[config.mk]
export PLATFORM = sky130hd
export DESIGN_NAME = mdu_iter
export DESIGN_NICKNAME = d
export VERILOG_FILES = /design/src/rtl/mdu_pkg.sv /design/src/rtl/mdu_iter_step.sv /design/src/rtl/mdu_iter.sv
export SDC_FILE = /design/constraint.sdc
export NUM_CORES = 1
export LEC_CHECK = 0
export BUFFER_PORTS_ARGS = -buffer_cell sky130_fd_sc_hd__buf_2
export CORE_MARGIN = 5
export CORE_UTILIZATION = 50
export DETAILED_ROUTE_END_ITERATION = 6
export PLACE_DENSITY = 0.7
export SYNTH_ARGS = -nofsm -noshare
export SYNTH_HDL_FRONTEND = slang
export SYNTH_SLANG_ARGS = --single-unit
[constraint.sdc]
create_clock -name clk -period 12.06 [get_ports clk]
set_input_delay 2.412 -clock clk [delete_from_list [all_inputs] [get_ports clk]]
set_output_delay 2.412 -clock clk [all_outputs]
set_load 0.05 [all_outputs]
[src/rtl/mdu_pkg.sv]
// Shared op encoding, FSM state type and decode helpers for the iterative MDU.
package mdu_pkg;

    localparam int MDU_OP_W = 4;

    typedef enum logic [MDU_OP_W-1:0] {
        MDU_NONE  = 4'd0,
        MDU_MULT  = 4'd1,
        MDU_MULTU = 4'd2,
        MDU_DIV   = 4'd3,
        MDU_DIVU  = 4'd4,
        MDU_MADD  = 4'd5,
        MDU_MADDU = 4'd6,
        MDU_MSUB  = 4'd7,
        MDU_MSUBU = 4'd8,
        MDU_MTHI  = 4'd9,
        MDU_MTLO  = 4'd10,
        MDU_MFHI  = 4'd11,
        MDU_MFLO  = 4'd12
    } mdu_op_t;

    typedef enum logic [1:0] {
        ST_IDLE = 2'd0,
        ST_RUN  = 2'd1,
        ST_FIX  = 2'd2
    } mdu_state_t;

    function automatic logic is_arith(input mdu_op_t op);
        return op inside {MDU_MULT, MDU_MULTU, MDU_DIV, MDU_DIVU,
                          MDU_MADD, MDU_MADDU, MDU_MSUB, MDU_MSUBU};
    endfunction

    function automatic logic is_div(input mdu_op_t op);
        return op inside {MDU_DIV, MDU_DIVU};
    endfunction

    function automatic logic is_signed_op(input mdu_op_t op);
        return op inside {MDU_MULT, MDU_DIV, MDU_MADD, MDU_MSUB};
    endfunction

    function automatic logic is_madd(input mdu_op_t op);
        return op inside {MDU_MADD, MDU_MADDU};
    endfunction

    function automatic logic is_msub(input mdu_op_t op);
        return op inside {MDU_MSUB, MDU_MSUBU};
    endfunction

endpackage

[src/rtl/mdu_iter_step.sv]
// One iteration of the MDU datapath: BITS_PER_CYCLE shift-add (multiply) or
// restoring trial-subtract (divide) steps on the {hi,lo} partial register pair.
module mdu_iter_step #(
    parameter int WIDTH          = 32,
    parameter int BITS_PER_CYCLE = 1
) (
    input  logic             is_div_i,
    input  logic [WIDTH-1:0] hi_i,
    input  logic [WIDTH-1:0] lo_i,
    input  logic [WIDTH-1:0] opd_i,
    output logic [WIDTH-1:0] hi_o,
    output logic [WIDTH-1:0] lo_o
);

    logic [WIDTH-1:0] hi_v;
    logic [WIDTH-1:0] lo_v;
    logic [WIDTH:0]   sum;
    logic [WIDTH:0]   rem_sh;
    logic [WIDTH-1:0] diff;
    logic             ge;

    always_comb begin
        hi_v   = hi_i;
        lo_v   = lo_i;
        sum    = '0;
        rem_sh = '0;
        diff   = '0;
        ge     = 1'b0;
        for (int i = 0; i < BITS_PER_CYCLE; i++) begin
            if (is_div_i) begin
                // Remainder stays below the divisor, so the difference fits WIDTH bits.
                rem_sh = {hi_v, lo_v[WIDTH-1]};
                ge     = (rem_sh >= {1'b0, opd_i});
                diff   = rem_sh[WIDTH-1:0] - opd_i;
                hi_v   = ge ? diff : rem_sh[WIDTH-1:0];
                lo_v   = {lo_v[WIDTH-2:0], ge};
            end else begin
                sum  = {1'b0, hi_v} + (lo_v[0] ? {1'b0, opd_i} : {(WIDTH+1){1'b0}});
                lo_v = {sum[0], lo_v[WIDTH-1:1]};
                hi_v = sum[WIDTH:1];
            end
        end
        hi_o = hi_v;
        lo_o = lo_v;
    end

endmodule

[src/rtl/mdu_iter.sv]
// Iterative multiply/divide unit with HI/LO: busy for WIDTH/BITS_PER_CYCLE+1 cycles
// after issue; ops presented while busy are ignored (decode is stalled on busy).
module mdu_iter
    import mdu_pkg::*;
#(
    parameter int WIDTH          = 32,
    parameter int BITS_PER_CYCLE = 1
) (
    input  logic             clk,
    input  logic             reset,
    input  logic             int_exc_req,
    input  mdu_op_t          op,
    input  logic [WIDTH-1:0] a,
    input  logic [WIDTH-1:0] b,
    output logic [WIDTH-1:0] result,
    output logic             busy
);

    localparam int N  = WIDTH / BITS_PER_CYCLE;
    localparam int CW = (N > 1) ? $clog2(N) : 1;

    mdu_state_t       state_q, state_d;
    logic [CW-1:0]    cnt_q, cnt_d;
    mdu_op_t          op_q, op_d;
    logic [WIDTH-1:0] hi_q, hi_d;
    logic [WIDTH-1:0] lo_q, lo_d;
    logic [WIDTH-1:0] part_hi_q, part_hi_d;
    logic [WIDTH-1:0] part_lo_q, part_lo_d;
    logic [WIDTH-1:0] opd_q, opd_d;
    logic             neg_q, neg_d;
    logic             rneg_q, rneg_d;
    logic             div0_q, div0_d;

    logic             sgn_a, sgn_b;
    logic [WIDTH-1:0] mag_a, mag_b;
    logic [WIDTH-1:0] step_hi, step_lo;
    logic             div_op;
    logic [2*WIDTH-1:0] prod_mag, prod_sgn, hilo_cur;
    logic [WIDTH-1:0] quo_fix, rem_fix;

    assign sgn_a = is_signed_op(op) & a[WIDTH-1];
    assign sgn_b = is_signed_op(op) & b[WIDTH-1];
    assign mag_a = sgn_a ? -a : a;
    assign mag_b = sgn_b ? -b : b;
    assign div_op = is_div(op_q);

    // Signs are stripped at issue and re-applied here in FIX.
    assign prod_mag = {part_hi_q, part_lo_q};
    assign prod_sgn = neg_q ? -prod_mag : prod_mag;
    assign hilo_cur = {hi_q, lo_q};
    assign quo_fix  = div0_q ? {WIDTH{1'b1}} : (neg_q ? -part_lo_q : part_lo_q);
    assign rem_fix  = rneg_q ? -part_hi_q : part_hi_q;

    mdu_iter_step #(
        .WIDTH          (WIDTH),
        .BITS_PER_CYCLE (BITS_PER_CYCLE)
    ) u_step (
        .is_div_i (div_op),
        .hi_i     (part_hi_q),
        .lo_i     (part_lo_q),
        .opd_i    (opd_q),
        .hi_o     (step_hi),
        .lo_o     (step_lo)
    );

    always_comb begin
        state_d   = state_q;
        cnt_d     = cnt_q;
        op_d      = op_q;
        hi_d      = hi_q;
        lo_d      = lo_q;
        part_hi_d = part_hi_q;
        part_lo_d = part_lo_q;
        opd_d     = opd_q;
        neg_d     = neg_q;
        rneg_d    = rneg_q;
        div0_d    = div0_q;
        case (state_q)
            ST_IDLE: begin
                if (!int_exc_req) begin
                    if (is_arith(op)) begin
                        state_d   = ST_RUN;
                        cnt_d     = '0;
                        op_d      = op;
                        neg_d     = sgn_a ^ sgn_b;
                        rneg_d    = sgn_a;
                        div0_d    = (b == '0);
                        part_hi_d = '0;
                        // Divide shifts the dividend through lo; multiply shifts the multiplier.
                        if (is_div(op)) begin
                            part_lo_d = mag_a;
                            opd_d     = mag_b;
                        end else begin
                            part_lo_d = mag_b;
                            opd_d     = mag_a;
                        end
                    end else if (op == MDU_MTHI) begin
                        hi_d = a;
                    end else if (op == MDU_MTLO) begin
                        lo_d = a;
                    end
                end
            end
            ST_RUN: begin
                part_hi_d = step_hi;
                part_lo_d = step_lo;
                cnt_d     = cnt_q + CW'(1);
                if (cnt_q == CW'(N - 1)) begin
                    state_d = ST_FIX;
                end
            end
            ST_FIX: begin
                state_d = ST_IDLE;
                if (is_div(op_q)) begin
                    {hi_d, lo_d} = {rem_fix, quo_fix};
                end else if (is_madd(op_q)) begin
                    {hi_d, lo_d} = hilo_cur + prod_sgn;
                end else if (is_msub(op_q)) begin
                    {hi_d, lo_d} = hilo_cur - prod_sgn;
                end else begin
                    {hi_d, lo_d} = prod_sgn;
                end
            end
            default: state_d = ST_IDLE;
        endcase
    end

    always_ff @(posedge clk) begin
        if (reset) begin
            state_q   <= ST_IDLE;
            cnt_q     <= '0;
            op_q      <= MDU_NONE;
            hi_q      <= '0;
            lo_q      <= '0;
            part_hi_q <= '0;
            part_lo_q <= '0;
            opd_q     <= '0;
            neg_q     <= 1'b0;
            rneg_q    <= 1'b0;
            div0_q    <= 1'b0;
        end else begin
            state_q   <= state_d;
            cnt_q     <= cnt_d;
            op_q      <= op_d;
            hi_q      <= hi_d;
            lo_q      <= lo_d;
            part_hi_q <= part_hi_d;
            part_lo_q <= part_lo_d;
            opd_q     <= opd_d;
            neg_q     <= neg_d;
            rneg_q    <= rneg_d;
            div0_q    <= div0_d;
        end
    end

    always_comb begin
        result = '0;
        if (op == MDU_MFHI) begin
            result = hi_q;
        end else if (op == MDU_MFLO) begin
            result = lo_q;
        end
    end

    assign busy = (state_q != ST_IDLE);

endmodule

After elaboration in Yosys (flattened, before gate mapping)
Index checks and enable logic that the tools add are counted.
{"block": "classes", "magnitude_cmp": 1, "bitwise_logic": 4, "n_addsub": 10, "reduce_logical": 16, "eq_ne": 28, "muxes": 42}
{"operator": "two-way mux 32 bit", "count": 30}
{"operator": "one-hot mux 32 bit (2 select lines)", "count": 4}
{"operator": "negation 32 bit", "count": 4}
{"operator": "adder 64 bit", "count": 1}
{"operator": "two-way mux 64 bit", "count": 1}
{"operator": "negation 64 bit", "count": 1}
{"operator": "subtractor 64 bit", "count": 1}
{"operator": "adder 32 x 33 -> 33 bit", "count": 1}
{"operator": "greater-or-equal comparator 33 x 32 -> 1 bit", "count": 1}
{"operator": "equality test 4 x 3 -> 1 bit, second input constant", "count": 8}
{"operator": "logical NOT 32 bit", "count": 1}
{"operator": "subtractor 32 bit", "count": 1}
{"operator": "equality test 4 bit, second input constant", "count": 6}
{"operator": "inequality test 2 bit, second input constant", "count": 7}
{"operator": "nonzero test 2 bit", "count": 7}
{"operator": "equality test 4 x 2 -> 1 bit, second input constant", "count": 3}
{"operator": "two-way mux 5 bit", "count": 2}
{"operator": "one-hot mux 5 bit (2 select lines)", "count": 1}
{"operator": "AND reduction 3 bit", "count": 3}
{"operator": "nonzero test 8 bit", "count": 1}
{"operator": "two-way mux 2 bit", "count": 3}
{"operator": "adder 5 x 1 -> 5 bit, second input constant", "count": 1}
{"operator": "equality test 5 bit, second input constant", "count": 1}
{"operator": "AND reduction 5 bit", "count": 1}
{"operator": "10 further kinds", "count": 11}
{"block": "totals", "in_bits": 71, "register_bits": 174, "output_inout_bits": 33, "elab_cells": 112}

Longest topological paths before layout
{"block": "logic_depth", "ltp_word": 8, "ltp_mapped": 25, "ltp_nobuf": 23}

By module
Synthesis repeated with hierarchy kept, for this count alone.
{"block": "hier_totals", "cells_unflattened": 3576, "area_unflattened_um2": 24733.7}
{"mod": "mdu_iter", "instances": 1, "seq_area_each_um2": 3483.3, "area_each_um2": 20094.3, "cells_per_inst": 2905}
{"mod": "mdu_iter_step", "instances": 1, "seq_area_each_um2": 0.0, "area_each_um2": 4639.4, "cells_per_inst": 671}

Worst setup path after synthesis
Ideal clock, no wire load.
{"block": "synth_path", "path_type": "input to output", "startpoint": "in op[0]", "endpoint": "out result[10]", "t_required_ns": 9.648, "setup_slack_ns": 6.064, "stages": 5, "path_buffers": 2, "arrival_ns": 3.584, "path_cell_list": "nor2_1 > and3_1 > clkbuf_1 > clkbuf_1 > a22o_1"}
{"block": "synth_between", "elab_chain_cells": 3, "word_cells_on_any_way": 4, "classes_between": "2 x eq/ne; 2 x mux"}
{"item": "start: declaration", "line": "mdu_iter.sv:12", "text": "input mdu_op_t op,"}
{"item": "equality test 4 bit", "line": "mdu_iter.sv:160", "text": "end else if (op == MDU_MFLO) begin"}
{"item": "two-way mux 32 bit", "line": "mdu_iter.sv:160"}
{"item": "two-way mux 32 bit *", "line": "mdu_iter.sv:158", "text": "if (op == MDU_MFHI) begin"}
{"item": "end: declaration", "line": "mdu_iter.sv:15", "text": "output logic [WIDTH-1:0] result,"}
Mark *: on every way between the ends. The rest lies on a longest branch, timed or not.

Worst setup path after layout
{"block": "layout_path", "startpoint": "in op[0]", "endpoint": "out result[19]"}
Same word-level chain as after synthesis.

==> impl.org <==
** Global routing
- For this run the aggregate overflow at the end of global routing stands at 0.
- Largest net degree at the start of global routing :: 93
- In the global route stage, overall resource usage came out at between 30% and 40%.
- Number of global-route vias before repair :: 25700
- The initial antenna violation count came to 7.
- The first global-routing pass estimated ~160000 um of wire.

** Yosys
- Share of synthesized area spent on multiplexers :: less than 1%
- In this run, synthesis inferred 0 flip-flops with an integrated enable.
- After synthesis, the largest family of logic cells by area is compound AO/OA/AOI/OAI gates.
- Summing the sequential cell areas from Yosys gives approximately 14% of the chip area.
- Count of state elements after synthesis :: around 170
- Synthesized area divided by synthesized cell count :: 6.78 um^2
- Yosys attributes the largest share of cell area to sky130_fd_sc_hd__dfxtp_1 14%, sky130_fd_sc_hd__ha_1 9.9%, sky130_fd_sc_hd__a21oi_1 7.6%.
- Post-synthesis instance total :: 3675
- Summing the areas of all and, or, nand and nor instances in the mapped netlist gives between 20% and 30% of the synthesized area.
- The synthesized netlist devotes between 30% and 40% of its cell area to compound gates.
- Top-area cell type share of the netlist area :: ~14%
- Xor and xnor area share after synthesis :: under 10%
- Of the total synthesized cell area, the portion taken by full adders, half adders and majority gates is just over 10%.
- In the synthesized netlist the async set-or-reset flop fraction comes to 0%.
- Counting every net in the synthesized netlist gives roughly 3900.
- Yosys mapped the design onto 115 distinct sky130hd cell types.
- The biggest area contributor in the post-synthesis netlist is sky130_fd_sc_hd__dfxtp_1.
- Mapped cell area :: around 0.025 mm^2
- Ys Warns :: 0
- Leading register cell type out of synthesis :: sky130_fd_sc_hd__dfxtp_1

** Worst setup path
- Crit Reg-Reg Endpoint :: hi_q[30]$_SDFFE_PP0P_
- On the critical path the largest part of the delay comes from simple AND/OR/NAND/NOR gates.
- Type of the setup path with the least slack :: input port to primary output
- Crit path max-delay cell type :: sky130_fd_sc_hd__and3_1
- Data arrives at the worst endpoint at approximately 4400 ps.
- The worst register-to-register path has a depth of 17.
- RR Startpoint :: part_lo_q[5]$_SDFFE_PP0P_
- Type of destination of the critical path :: primary output
- In this run the worst path has a maximum fanout of 32.
- Count of buffer and inverter cells on the critical path :: 2
- Walking the worst path, the cells encountered are buf_2 > nor2_1 > and3_1 > a22o_1 > buf_2.
- Required time of the critical path :: 9650 ps
- Critical path launch point type :: input port
- The largest single stage delay on the critical path is around 1100 ps.
- Register-to-register setup slack :: ~5300 ps
- Most repeated library cell on the critical path :: sky130_fd_sc_hd__buf_2

** Pwr
- Power per cell area :: ~86 mW/mm^2
- Maximum resistive drop on vdd :: roughly 0.000073 V
- Total design power :: 0.00225 W
- The analysis attributes to cell leakage a power of roughly 11 nW.

** STA
- Counting I/O delays and the setup requirement, the final critical path takes just under 7000 ps.
- Transition time of the tightest slew-check pin :: about 1400 ps
- Unrepaired setup endpoints after global routing :: no
- The max-slew violation count came to 0.
- After layout, the worst setup slack is 5270 ps.
- Setup Viol. Count Final :: 0
- In the finished design, the share of the clock period the worst path needs comes to a little under three fifths.
- Setup total negative slack on the finished layout was measured at 0 ps.
- Headroom to the max-slew limit came out at 6.35%.
- Maximum clock rate :: 0.147 GHz
- The total count of hold-check failures in the final report was 0.
- Final clock skew :: 12.4 ps

** Placement
- Worst Setup Slack post-DPL :: roughly 5400 ps
- # port buffers :: roughly 100
- Placed standard-cell area :: 0.0255 mm^2
- Post-detailed-placement half-perimeter wirelength :: 83000 um
- Routability cong. :: ~1.1

** Die
- Initial core utilization :: between 50% and 60%
- The floorplan has 81 rows.
- Die Span X :: 233 um
- The die is about 230 um tall.
- Area enclosed by the die boundary :: 0.0544 mm^2
- Ports placed on the boundary :: about 100
- The floorplan step defined a core boundary enclosing around 0.049 mm^2.

** CTS
- Maximum level of the CTS H-tree :: 4
- Clock buffers created by TritonCTS :: 17
- No sink is reached through more buffers than the 2 on the longest clock path.
- Post-CTS repair changed the size of 0 cells.
- Clock network latency to the later pin of the worst-skew pair :: around 520 ps
- The clock net in this run drives a total of 174 sinks.
- Root buffer cell :: sky130_fd_sc_hd__clkbuf_16
- CTS tree :: yes
- Clock transition at the registers of the reported paths :: ~80 ps
- Count of hold buffers inserted by post-cts repair :: 0
- Buffers inserted during post-CTS setup optimization :: 0

** Finish
- P&R area growth vs syn :: 4.51%
- Share of post-route cells with drive strength above 1 :: roughly 7.4%
- Final layout net count :: between 3000 and 4000
- Area used by multi-input combinational logic :: roughly 0.020 mm^2
- Counting the fill cells in the layout gives roughly 5100.
- Area taken by flip-flops and latches :: around 0.0035 mm^2
- Once layout is done, the placed cells without fillers occupy approximately 0.026 mm^2.
- The number of antenna diodes in the final layout is 0.

** Job
- Across the run, the number of max-cap violations was 0.

** Hold path
- The min-delay analysis places its worst path in the category flop to flop.
- Hold Path End :: opd_q[3]$_SDFFE_PP0P_
- Counting instances, the worst hold path has a depth of 2.
- In this run the most critical hold path is launched from opd_q[3]$_SDFFE_PP0P_.

** Route
- Before antenna repair, the detailed router went through 6 iterations.
- After detailed routing, the number of remaining DRC violations is 0.
- The detailed router placed between 20000 and 30000 vias in this run.
- In the final routed layout, each cell accounts on average for between 20 and 30 um.
- In the routed layout, each cell is associated on average with a via count of between 6 and 7.
- The first routing iteration left 4038 violations.
- Wires add up to 109000 um.
- The count of nets left with antenna violations once routing finished came out at 0.

** Run status
- The flow ran to the end, and the final reports show no timing, DRC or antenna violations.
[final cells by class]
| cell class | instances | share of cell area [%] |
|---|---|---|
| Multi-Input combinational cell | 3049 | 75.5 |
| Sequential cell | 174 | 13.4 |
| Tap cell | 664 | 3.19 |
| Timing Repair Buffer | 136 | 2.94 |
| Inverter | 200 | 2.88 |
| Clock buffer | 19 | 1.66 |
| Clock inverter | 13 | 0.418 |
[cell usage in the layout (no fill, tap or decap), drive strengths merged, types with 18 or more instances in the layout]
cell type  count
nand2        401
nor2         388
a21oi        381
o21ai        239
inv          203
ha           197
dfxtp        174
xnor2        140
buf          136
nor3         124
xor2         108
nand3         72
a211oi        72
a21o          65
o211ai        58
o31ai         53
nor4          48
o21bai        46
a221oi        44
a22o          42
a31oi         41
nand4         36
and3          34
nand2b        34
or3           30
o221ai        29
or2           28
o22ai         24
a311oi        24
a22oi         23
nor2b         21
mux2i         19
clkbuf        19
a221o         18
and2          18
[state kept, by name, summed over array words and instances, names as in the netlist]
signal,cells
part_lo_q,32
lo_q,32
rneg_q,1
opd_q,32
part_hi_q,32
hi_q,32
div0_q,1
cnt_q,5
op_q,4
neg_q,1
state_q,2
[per-layer routing]
| layer | part of all wire (%) | vias up | track usage (%) |
|---|---|---|---|
| li1 | - | 13200 | - |
| met3 | 14 | 364 | 11.7 |
| met4 | 6.2 | 12 | 19.2 |
| met2 | 40 | 1985 | 53.9 |
| met1 | 40 | 13600 | 53.1 |
| met5 | 0.082 | - | 0 |
[logic make-up after synthesis]
kind of cell / Yosys count
flip-flops: 174
buffers and inverters: 452
AO/OA/AOI/OAI: 1302
adder cells (fa/ha/maj): 201
AND/OR/NAND/NOR: 1275
multiplexers: 23
XOR/XNOR: 248
[per-stage QoR]
| step | utilization (%) | hold WS (ps) | instances |
|---|---|---|---|
| after floorplan | - | 432 | 3675 |
| after detailed placement | 51.9 | 448 | 4223 |
| after global placement | 51.9 | 441 | 4223 |
| final | 53.0 | 458 | 4255 |
| after global routing | 53.0 | 482 | 4255 |
| after CTS | 53.0 | 458 | 4255 |
[synth_stat cells, drive strengths merged, types with 21 or more instances]
| library cell | number |
|---|---|
| buf | 39 |
| xor2 | 108 |
| a22oi | 23 |
| o31ai | 53 |
| nor2b | 21 |
| o21ai | 239 |
| nand4 | 36 |
| o211ai | 58 |
| a31oi | 41 |
| inv | 198 |
| a211oi | 72 |
| nand3 | 72 |
| xnor2 | 140 |
| a21oi | 381 |
| nor2 | 388 |
| a22o | 42 |
| dfxtp | 174 |
| nand2b | 34 |
| nor4 | 48 |
| ha | 197 |
| nand2 | 401 |
| a311oi | 24 |
| a221oi | 44 |
| clkbuf | 211 |
| or3 | 30 |
| or2 | 28 |
| o21bai | 46 |
| o22ai | 24 |
| nor3 | 124 |
| and3 | 34 |
| o221ai | 29 |
| a21o | 65 |
[worst register-to-register path, cell delays in order, from the launching register on]
cell	delay (ps)
sky130_fd_sc_hd__dfxtp_1	420
sky130_fd_sc_hd__or4_1	740
sky130_fd_sc_hd__nor4_4	490
sky130_fd_sc_hd__nand2_1	210
sky130_fd_sc_hd__o31ai_1	290
sky130_fd_sc_hd__xnor2_1	260
sky130_fd_sc_hd__ha_1	590
sky130_fd_sc_hd__nand2_1	190
sky130_fd_sc_hd__nor2_1	290
sky130_fd_sc_hd__nand4_1	130
sky130_fd_sc_hd__or4_1	400
sky130_fd_sc_hd__o21ai_0	690
sky130_fd_sc_hd__a31oi_1	540
sky130_fd_sc_hd__o21ba_2	390
sky130_fd_sc_hd__o31ai_1	290
sky130_fd_sc_hd__xor2_1	240
sky130_fd_sc_hd__a221oi_1	120
sky130_fd_sc_hd__a2111oi_0	360
[power by group]
group	internal, W	switching [W]	leakage [nW]
clock	0.000267	0.000303	0.259
sequential	0.000602	0.0000657	1.42
combinational	0.000337	0.000675	8.96
total	0.00121	0.00104	10.6
[worst max path at each step]
stage	depth (start not counted)	startpoint	end
after CTS	5	op[0]	result[19]
after detailed placement	5	op[0]	result[19]
after global placement	5	op[0]	result[17]
after floorplan	5	op[0]	result[10]
after global routing	17	part_lo_q[5]$_SDFFE_PP0P_	hi_q[30]$_SDFFE_PP0P_
final	5	op[0]	result[19]
(Power assumes the default switching activity.)
